`config.mk`:
```
export PLATFORM = sky130hd
export DESIGN_NAME = hex_display_scanner
export DESIGN_NICKNAME = d
export VERILOG_FILES = /design/src/rtl/display_pkg.sv /design/src/rtl/refresh_prescaler.sv /design/src/rtl/hex_display_scanner.sv
export SDC_FILE = /design/constraint.sdc
export NUM_CORES = 1
export LEC_CHECK = 0
export BUFFER_PORTS_ARGS = -buffer_cell sky130_fd_sc_hd__buf_4
export CORE_UTILIZATION = 57
export CTS_BUF_LIST = sky130_fd_sc_hd__clkbuf_16
export DETAILED_ROUTE_END_ITERATION = 6
export GPL_ROUTABILITY_DRIVEN = 1
export PLACE_DENSITY = 0.79
export SYNTH_ARGS = -nofsm -noshare
export SYNTH_HDL_FRONTEND = slang
export SYNTH_HIERARCHICAL = 1
export SYNTH_SLANG_ARGS = --single-unit
```
`constraint.sdc`:
```
create_clock -name clk -period 3.85 [get_ports clk]
set_clock_uncertainty 0.1 [all_clocks]
set_input_delay 0.77 -clock clk [delete_from_list [all_inputs] [get_ports clk]]
set_output_delay 0.77 -clock clk [all_outputs]
set_load 0.005 [all_outputs]
```
`src/rtl/display_pkg.sv`:
```
// Shared types and constants for the multiplexed hex display scanner.
package display_pkg;

  typedef enum logic {
    DEAD  = 1'b0,
    DRIVE = 1'b1
  } scan_state_t;

  localparam int MAX_DIGITS = 8;
  localparam logic [MAX_DIGITS-1:0] ANODE_OFF = '1;
  localparam logic SEG_OFF = 1'b1;

endpackage

```
`src/rtl/refresh_prescaler.sv`:
```
// Slot timer: counts 0..REFRESH_DIV-1 while enabled and flags the dead-interval end
// and the slot terminal count. Restarts from 0 when enable returns.
module refresh_prescaler #(
  parameter int REFRESH_DIV = 50000,
  parameter int DEAD_CYCLES = 500
) (
  input  logic clk,
  input  logic reset_n,
  input  logic enable,
  output logic tc,
  output logic dead_end
);

  localparam int CNT_W = $clog2(REFRESH_DIV);
  localparam logic [CNT_W-1:0] TC_VAL = CNT_W'(REFRESH_DIV - 1);
  localparam logic [CNT_W-1:0] DE_VAL = CNT_W'(DEAD_CYCLES - 1);

  logic [CNT_W-1:0] cnt;
  logic [CNT_W-1:0] cnt_eff;
  logic             resume;

  // The held count is kept while disabled but ignored on the first enabled cycle.
  assign cnt_eff  = resume ? '0 : cnt;
  assign tc       = enable && (cnt_eff == TC_VAL);
  assign dead_end = enable && (cnt_eff == DE_VAL);

  always_ff @(posedge clk or negedge reset_n) begin
    if (!reset_n) begin
      cnt    <= '0;
      resume <= 1'b0;
    end else begin
      resume <= ~enable;
      if (enable) begin
        cnt <= tc ? '0 : cnt_eff + CNT_W'(1);
      end
    end
  end

endmodule

```
`src/rtl/hex_display_scanner.sv`:
```
// Scans a shadowed multi-digit hex value onto one seven-segment bus with
// active-low anodes, a dead interval per slot and optional leading-zero blanking.
module hex_display_scanner
  import display_pkg::*;
#(
  parameter int NUM_DIGITS    = 4,
  parameter int REFRESH_DIV   = 50000,
  parameter int DEAD_CYCLES   = 500,
  parameter int BLANK_LEADING = 1
) (
  input  logic                          clk,
  input  logic                          reset_n,
  input  logic                          enable,
  input  logic                          load,
  input  logic [4*NUM_DIGITS-1:0]       value,
  input  logic [NUM_DIGITS-1:0]         dp_in,
  output logic [3:0]                    nibble,
  output logic [NUM_DIGITS-1:0]         anode_n,
  output logic                          dp_n,
  output logic [$clog2(NUM_DIGITS)-1:0] digit_idx
);

  localparam int IDX_W = $clog2(NUM_DIGITS);
  localparam logic [NUM_DIGITS-1:0] ANODES_OFF = ANODE_OFF[NUM_DIGITS-1:0];
  localparam logic [IDX_W-1:0] LAST_IDX = IDX_W'(NUM_DIGITS - 1);

  logic [NUM_DIGITS-1:0][3:0] shadow_val;
  logic [NUM_DIGITS-1:0]      shadow_dp;
  logic [NUM_DIGITS:0]        nz_at_or_above;
  logic [NUM_DIGITS-1:0]      blank;
  logic [NUM_DIGITS-1:0]      digit_sel;
  scan_state_t                state;
  logic                       tc;
  logic                       dead_end;

  refresh_prescaler #(
    .REFRESH_DIV (REFRESH_DIV),
    .DEAD_CYCLES (DEAD_CYCLES)
  ) u_prescaler (
    .clk      (clk),
    .reset_n  (reset_n),
    .enable   (enable),
    .tc       (tc),
    .dead_end (dead_end)
  );

  always_ff @(posedge clk or negedge reset_n) begin
    if (!reset_n) begin
      shadow_val <= '0;
      shadow_dp  <= '0;
    end else if (load) begin
      shadow_val <= value;
      shadow_dp  <= dp_in;
    end
  end

  // A digit above 0 is blanked when it and everything to its left is zero and its dp is off.
  always_comb begin
    nz_at_or_above = '0;
    blank          = '0;
    for (int i = NUM_DIGITS - 1; i >= 0; i--) begin
      nz_at_or_above[i] = nz_at_or_above[i+1] | (shadow_val[i] != 4'h0);
      blank[i] = (BLANK_LEADING != 0) && (i != 0) && !nz_at_or_above[i] && !shadow_dp[i];
    end
  end

  always_comb begin
    digit_sel            = '0;
    digit_sel[digit_idx] = 1'b1;
  end

  always_ff @(posedge clk or negedge reset_n) begin
    if (!reset_n) begin
      state     <= DEAD;
      digit_idx <= '0;
      nibble    <= 4'h0;
      anode_n   <= ANODES_OFF;
      dp_n      <= SEG_OFF;
    end else if (!enable) begin
      state   <= DEAD;
      anode_n <= ANODES_OFF;
      dp_n    <= SEG_OFF;
    end else begin
      case (state)
        DEAD: begin
          if (dead_end) begin
            state   <= DRIVE;
            nibble  <= shadow_val[digit_idx];
            anode_n <= blank[digit_idx] ? ANODES_OFF : ~digit_sel;
            dp_n    <= ~shadow_dp[digit_idx];
          end
        end
        DRIVE: begin
          if (tc) begin
            state     <= DEAD;
            anode_n   <= ANODES_OFF;
            dp_n      <= SEG_OFF;
            digit_idx <= (digit_idx == LAST_IDX) ? '0 : digit_idx + IDX_W'(1);
          end
        end
        default: state <= DEAD;
      endcase
    end
  end

endmodule

```
# [Word-level counts from Yosys, hierarchy flattened]
# Index checks and enable logic that the tools add are counted.
[totals] reg_bits=49 latchBits=0 mem_bits_rw=0 mem_bits_ro=0 wordCells=69 memories=0
[op_classes] addsub=2 mul=0 n_div=0 magnitude_cmp=2 n_eq_ne=5 shift=0 muxes=24 bitwise=6 n_reduce_logical=18
[op_table] op="two-way mux 16 bit" count=2
[op_table] op="two-way mux 4 bit" count=5
[op_table] op="adder 16 x 1 -> 16 bit (second input constant)" count=1
[op_table] op="== test 16 bit (second input constant)" count=1
[op_table] op="== test 16 x 9 -> 1 bit (second input constant)" count=1
[op_table] op="nonzero test 4 bit" count=3
[op_table] op="two-way mux 1 bit" count=9
[op_table] op="binary-select mux 4 bit (select 2 bit)" count=1
[op_table] op="case mux 4 bit (2 select lines)" count=1
[op_table] op="logical AND 1 bit" count=6
[op_table] op="zero test 1 bit" count=6
[op_table] op="AND reduction 3 bit" count=2
[op_table] op="binary-select mux 1 bit (select 2 bit)" count=2
[op_table] op="inverter 4 bit" count=1
[op_table] op="case mux 1 bit (2 select lines)" count=2
[op_table] op="< comparator 2 x 3 -> 1 bit (second input constant)" count=1
[op_table] op="!= test 3 x 2 -> 1 bit (second input constant)" count=1
[op_table] op="!= test 3 bit (second input constant)" count=1
[op_table] op="inverter 1 bit" count=3
[op_table] op="adder 2 x 1 -> 2 bit (second input constant)" count=1
[op_table] op="demux 1 bit (select 2 bit)" count=1
[op_table] op="== test 2 bit (second input constant)" count=1
[op_table] op="greater-or-equal comparator 2 x 1 -> 1 bit (second input constant)" count=1
[op_table] op="two-way mux 2 bit" count=1
[op_table] op="other kinds (2)" count=3

# [Logic depth before layout (Yosys ltp)]
# Gate-level depths: netlist of run 1.
[logic_depth] word_depth=11 depth_mapped=10 ltp_nobuf=9

# [By module]
# The synthesis of run 1 kept the hierarchy.
[by_module_without_submodules] module="hex_display_scanner" instances=1 cells_each=100 area_per_inst_um2=1465.2 seq_area_each_um2=807.0
[by_module_without_submodules] module="refresh_prescaler" instances=1 cells_each=117 area_per_inst_um2=1052.3 seq_area_each_um2=425.4

# [Worst setup path after synthesis of run 1]
# Ideal clock, no wire load.
[synth_path] path_kind="reg2reg" startpoint="register u_prescaler.resume" endpoint="register nibble[0]" setup_time_ns=0.125 t_arrival_ns=2.554 required_ns=3.625 path_slack_ns=1.072 path_stages_with_launch=9 path_buffers=1 period_less_slack_ns=2.778 path_cell_list="dfrtp_1 > clkbuf_1 > nor2b_1 > ha_1 > or4b_2 > nor4_1 > nand2b_1 > nor2_2 > mux2_2"
[synth_via] elab_chain_len=4
[synth_lines] item="from (decl)" line_no="refresh_prescaler.sv:20" rtl="logic resume;"
[synth_lines] item="from (signal assigned)" line_no="refresh_prescaler.sv:32" rtl="resume <= ~enable;"
[synth_lines] item="two-way mux 16 bit" line_no="refresh_prescaler.sv:23" rtl="assign cnt_eff = resume ? '0 : cnt;"
[synth_lines] item="== test 16 x 9 -> 1 bit" line_no="refresh_prescaler.sv:25" rtl="assign dead_end = enable && (cnt_eff == DE_VAL);"
[synth_lines] item="logical AND 1 bit" line_no="refresh_prescaler.sv:25"
[synth_lines] item="via dead_end" line_no="hex_display_scanner.sv:34" rtl="logic dead_end;"
[synth_lines] item="AND reduction 3 bit (no source line)"
[synth_lines] item="to (signal assigned)" line_no="hex_display_scanner.sv:88" rtl="nibble <= shadow_val[digit_idx];"
[synth_lines] item="to (decl)" line_no="hex_display_scanner.sv:17" rtl="output logic [3:0] nibble,"
# The timed path passes the listed nets, and every way through them passes these cells.
# A chain may end at the register's enable or synchronous reset.

# [Final worst setup path of run 1]
# Same ends and word-level chain as after synthesis.

==> impl_metrics.ini, run 1 <==
[clock_network]
clk_pin_slew_worst_paths_ns = 0.07
cts_sinks = 49
htreeDepth = 2
clock_latency_ns = 0.29
clock_path_buffers = 2
cts_tree = built
ctsResizeCount = 0
postCtsSetupRepairBufs = 0
cts_root_buf = clkbuf_16
cts_buffers = 5
hold_buffers = 0

[timing]
relSlewSlack_pct = 57.35
fin_setup_tns_ns = 0
worst_slew_pin_slew_ns = 0.6391
finalHoldViolCount = 0
fin_ws_ns = 0.7978
timing.fmax_mhz = 327.6
slew_violations = 0
rsz0062_at_grt = false
setup_viol = 0
fin_crit_ns = 3.052
period_share_pct = 79.28

[placement]
port-buffer-count = 34
gp_congestion = 0.8454
hpwl_mm = 3.474
place_area_um2 = 2768
dp_slack_ns = 0.8384

[logic_synthesis]
synth_fp_nets = 246
synthArstFlopShare_pct = 100.0
synth_common_cells = 44 x dfrtp_1, 25 x mux2_2, 18 x nand2_1
synth_edf_count = 0
synthesis.instances = 217
ys.flop_type = dfrtp_1
yosysSeqAreaShare_pct = 48.96
synth.top_cell.area_share_pct = 43.74
yosys_warnings = 6
synth_cell_types = 48
ys_ff_latch = 49
synthMostInstantiatedCell = dfrtp_1
syn_area_per_cell_um2 = 11.60
synth_top_cell_by_area = dfrtp_1
syn-cell-area_um2 = 2517
synthTopCellsByArea = dfrtp_1 44%, mux2_2 11%, dfstp_2 5.2%

[worst_setup_path]
path_max_fanout = 14
critPathLaunchType = flop
cp_data_arrival_time_ns = 3.13
required_ns = 3.92
crit_type = reg2reg
cp-end-kind = flop

[floorplan]
die_h_um = 68.46
design.core.area_um2 = 4115
die_w_um = 68.46
std_cell_rows = 23
initial_core_util_pct = 61.17
ios = 35
dieArea_um2 = 4686

[route]
drc = 0
first_pass_iters = 4
antenna_left = 0
vias = 1808
wirelength_mm = 4.966
first_iter_violations = 179
via_per_inst = 6.108
wl_per_cell_um = 16.78

[power]
vdd_drop_max_v = 0.0002813
p_leak_nw = 1.261
powerDensity_nw_per_um2 = 388.0

[global_routing]
track_usage_pct = 23.35
grt_overflow = 0
grt_max_degree = 50
grt_pass1_vias = 1665
antenna_found_initial = 0
grt_pass1_wl_mm = 7.921

[final_layout]
fin_area_um2 = 2910
layout.nets = 274
syn_to_final_growth_pct = 15.61
antenna_cells = 0
drive_above_1_share_pct = 31.30

[worst_hold_path]
hold_path.class = in2async

[status]
outcome = finished clean

[flow_run]
max-cap-violations = 0
## area by class of cell
class	instances	area [um2]
multi-input combinational	149	1195
fill	303	1205
clock inverter	3	17.52
sequential	49	1232
inverter	6	22.52
tap	50	62.56
clock buffer	5	125.1
timing repair buffer	34	255.2
## metrics by stage
| step | cells | hold WS, ns | power, mW | utilization [%] |
|---|---|---|---|---|
| floorplan | 217 | 0.3555 | 0.6626 | - |
| detailed placement | 288 | 0.3893 | 0.7160 | 67.25 |
| CTS | 296 | 0.4043 | 1.140 | 70.72 |
| global placement | 288 | 0.3825 | 0.7088 | 67.25 |
| finish | 296 | 0.3905 | 1.129 | 70.72 |
| global route | 296 | 0.4152 | 1.177 | 70.72 |
## worst paths after layout
path / startpoint / to / slack, ns / cells after the start
min: reset_n / u_prescaler/cnt[13] / 0.39 / 1
max reg2reg: u_prescaler/resume / nibble[0] / 0.80 / 7
max in group asynchronous: reset_n / u_prescaler/cnt[1] / 2.85 / 1
min in group clk: anode_n[2] / anode_n[2] / 0.40 / 2
min reg2reg: anode_n[2] / anode_n[2] / 0.40 / 2
max: u_prescaler/resume / nibble[0] / 0.80 / 7
## metal layers
layer / share of wire, % / track usage (%) / wire length (um) / up-vias
met3: 3.4 / 5.833 / 170 / 6
met5: 0 / 0 / 0 / -
li1: - / - / - / 873
met2: 46 / 34.80 / 2278 / 35
met1: 50 / 33.15 / 2460 / 894
met4: 1.1 / 7.552 / 57 / 0
## sequential cells by signal, summed over array words and instances (netlist names)
name                flops
state                   1
shadow_val             16
shadow_dp               4
anode_n                 4
dp_n                    1
digit_idx               2
nibble                  4
u_prescaler/cnt        16
u_prescaler/resume      1
## power breakdown
part | total, mW | leakage (nW) | internal, mW | switching (mW)
clock network | 0.422 | 0.0754 | 0.239 | 0.182
logic | 0.111 | 0.574 | 0.0608 | 0.0504
registers | 0.596 | 0.611 | 0.553 | 0.0432
total | 1.13 | 1.26 | 0.853 | 0.276
## cells by family after synthesis
kind of cell / count (synthesis) / share of synthesized area (%)
buffers and inverters: 19 / 3.579
and+or+nand+nor: 74 / 16.65
AOI/OAI and AO/OA: 38 / 11.13
adders and majority gates: 5 / 2.485
DFF: 49 / 48.96
muxes: 32 / 17.20
## cell usage in the layout, fill, tap and decap left out, types with 2 or more instances in the layout
master,count
nor2_1,9
mux2_2,25
ha_1,5
o31ai_1,2
o21ai_0,5
mux2i_1,2
a31oi_1,4
nor3_1,3
o211ai_1,5
a21oi_1,3
nor2_2,2
o21ai_1,3
nor4_1,3
a41oi_1,3
nand2_1,18
nand3_1,8
buf_4,34
clkbuf_16,5
inv_1,7
o2bb2ai_1,3
nand2b_1,3
o41ai_1,2
or4_1,4
mux4_1,5
or3_1,2
and4b_1,3
nand4_1,6
dfrtp_1,44
nor2b_1,3
and3_1,2
dfstp_2,5
## critical path, stage by stage, from the launching register on
cell      delay (ns)
dfrtp_1         0.51
nor2b_1         0.23
ha_1            0.25
or4b_2          0.59
nor4_1          0.38
nand2b_1        0.14
nor2_2          0.36
mux2_2          0.38
(Power assumes the default switching activity.)
==> run 2: changes to the inputs <==
--- a/config.mk
+++ b/config.mk
@@ -6,11 +6,11 @@
 export NUM_CORES = 1
 export LEC_CHECK = 0
 export BUFFER_PORTS_ARGS = -buffer_cell sky130_fd_sc_hd__buf_4
-export CORE_UTILIZATION = 57
+export CORE_UTILIZATION = 51
 export CTS_BUF_LIST = sky130_fd_sc_hd__clkbuf_16
 export DETAILED_ROUTE_END_ITERATION = 6
 export GPL_ROUTABILITY_DRIVEN = 1
-export PLACE_DENSITY = 0.79
+export PLACE_DENSITY = 0.75
 export SYNTH_ARGS = -nofsm -noshare
 export SYNTH_HDL_FRONTEND = slang
 export SYNTH_HIERARCHICAL = 1
==> constraint.sdc (replaced) <==
create_clock -name clk -period 2.7 [get_ports clk]
set_clock_uncertainty 0.1 [all_clocks]
set_input_delay 0.54 -clock clk [delete_from_list [all_inputs] [get_ports clk]]
set_output_delay 0.54 -clock clk [all_outputs]
set_load 0.005 [all_outputs]
==> run 2 against run 1 <==
Register-to-register slack worse by 0.64 ns. Sequential power rose by 41%. First-iteration DRC count down 30%. Critical path depth did not move. Die area grew 11%. Combinational power rose by 59%. Flip-flop and latch count is the same. Wire length is 0.99% lower. Final cell count rose by 7.1%. Count of clock-buffer cells in the layout unchanged.
==> impl_metrics.ini, run 2 (synthesized netlist as in run 1, its figures left out) <==
[status]
outcome = finished clean

[global_routing]
grt_overflow = 0
track_usage_pct = 20.85
grt_pass1_wl_mm = 8.390
antenna_found_initial = 0
grt_max_degree = 50
grt_pass1_vias = 1758

[worst_setup_path]
crit_type = reg2reg
cp_top_family = simple AND/OR/NAND/NOR gates
r2r_slack_ns = 0.16
cp_data_arrival_time_ns = 2.62
cp-startpoint = u_prescaler/resume
worstPathCellList = nor2b_2 -> ha_1 -> or4b_2 -> nor4_4 -> nand2b_1 -> nor2_4 -> mux2_2
reg2reg_depth = 7
cp-end-kind = flop
critPathBufInv = 0
required_ns = 2.78
r2r-end = nibble[3]
r2r-start = u_prescaler/resume
path_max_fanout = 5
max_stage_delay_ns = 0.64
critPathLaunchType = flop
critPathSlowestCell = or4b_2

[final_layout]
reg.largest.list = shadow_val x16, u_prescaler/cnt x16
antenna_cells = 0
layout_common_cells = 44 x dfrtp_1, 38 x buf_4, 25 x mux2_2
layout.nets = 278
syn_to_final_growth_pct = 19.04
final_common_cell = dfrtp_1
n_fill_cell = 373
drive_above_1_share_pct = 33.60

[clock_network]
postCtsSetupRepairBufs = 0
clock_latency_ns = 0.29
clk_pin_slew_worst_paths_ns = 0.07
cts_tree = built
htreeDepth = 2
cts_sinks = 49
clock_path_buffers = 2
cts_buffers = 5
cts_root_buf = clkbuf_16

[route]
wl_per_cell_um = 15.51
vias = 1815
wirelength_mm = 4.917
first_pass_iters = 4
first_iter_violations = 126
wl_met1_mm = 2.351
via_per_inst = 5.726
dr_wl_met3_um = 174
drc = 0
wl_met2_mm = 2.331
top_layer = met4
antenna_left = 0

[timing]
slew_violations = 0
fin_setup_tns_ns = 0
timing.fmax_mhz = 393.5
worst_slew_pin_slew_ns = 0.6553
finalHoldViolCount = 0
hold_slack_ns = 0.1524
period_share_pct = 94.12
relSlewSlack_pct = 56.02
setup_viol = 0
rsz0062_at_grt = false
fin_crit_ns = 2.541

[power]
clkPwrFrac_pct = 38.5
p_int_mw = 1.232
powerDensity_nw_per_um2 = 551.6
p_sw_share_pct = 25.45
pwr-share-comb_pct = 10.7
vdd_drop_max_v = 0.0003772
p_leak_nw = 1.288
pwr-share-seq_pct = 50.8
power.switching_mw = 0.4207

[flow_run]
max-cap-violations = 0

[placement]
hpwl_mm = 3.412
gp_congestion = 0.8250
port-buffer-count = 34

[floorplan]
std_cell_rows = 25
ios = 35
dieArea_um2 = 5221
die_w_um = 72.26
die_h_um = 72.26
design.core.area_um2 = 4723
initial_core_util_pct = 53.30

[worst_hold_path]
hold_path.class = in2async
run 2: repair_timing:
| action | 4_1_cts | 5_1_grt |
|---|---|---|
| gates resized for setup | 0 | 3 |
| hold buffers | 0 | 0 |
| setup endpoints to repair | 0 | 9 |
| hold endpoints to repair | 0 | 0 |
run 2: area by class of cell:
cell class                      instances  area, um2  area share, %
Clock inverter                          3      25.02         0.8351
Clock buffer                            5      125.1          4.175
Sequential cell                        49       1232          41.13
Tap cell                               67      83.83          2.797
Multi-Input combinational cell        149       1222          40.79
Inverter                                6      22.52         0.7516
Timing Repair Buffer                   38      285.3          9.520
run 2: metrics by stage:
stage	worst slack (ns)	util, %	std cells	area (um2)	total power [mW]
2_1_floorplan	0.02506	-	217	2529	0.9455
3_3_place_gp	0.1616	59.92	309	2830	1.022
3_5_place_dp	0.1126	59.92	309	2830	1.029
4_1_cts	0.1090	63.10	317	2980	1.670
5_1_grt	0.02107	63.44	317	2997	1.726
6_report	0.1587	63.44	317	2997	1.653
run 2: metal layers:
metal | GRT usage (%) | up-vias
met5 | 0 | -
met4 | 6.536 | 0
met3 | 5.000 | 6
met2 | 32.19 | 34
met1 | 29.19 | 891
li1 | - | 884
run 2: power by group through the flow:
stage               clock network, mW  registers (mW)  logic (mW)
global route                    0.680           0.848       0.198
global placement                    0           0.849       0.173
detailed placement                  0           0.853       0.176
finish                          0.636           0.840       0.177
CTS                             0.653           0.839       0.177
floorplan                           0           0.833       0.113
run 2: worst max path at each step:
stage | to | slack (ns) | depth (start not counted)
4_1_cts | nibble[3] | 0.11 | 7
6_report | nibble[3] | 0.16 | 7
2_1_floorplan | nibble[0] | 0.03 | 8
3_3_place_gp | nibble[0] | 0.16 | 7
3_5_place_dp | nibble[3] | 0.11 | 7
5_1_grt | anode_n[0] | 0.02 | 9
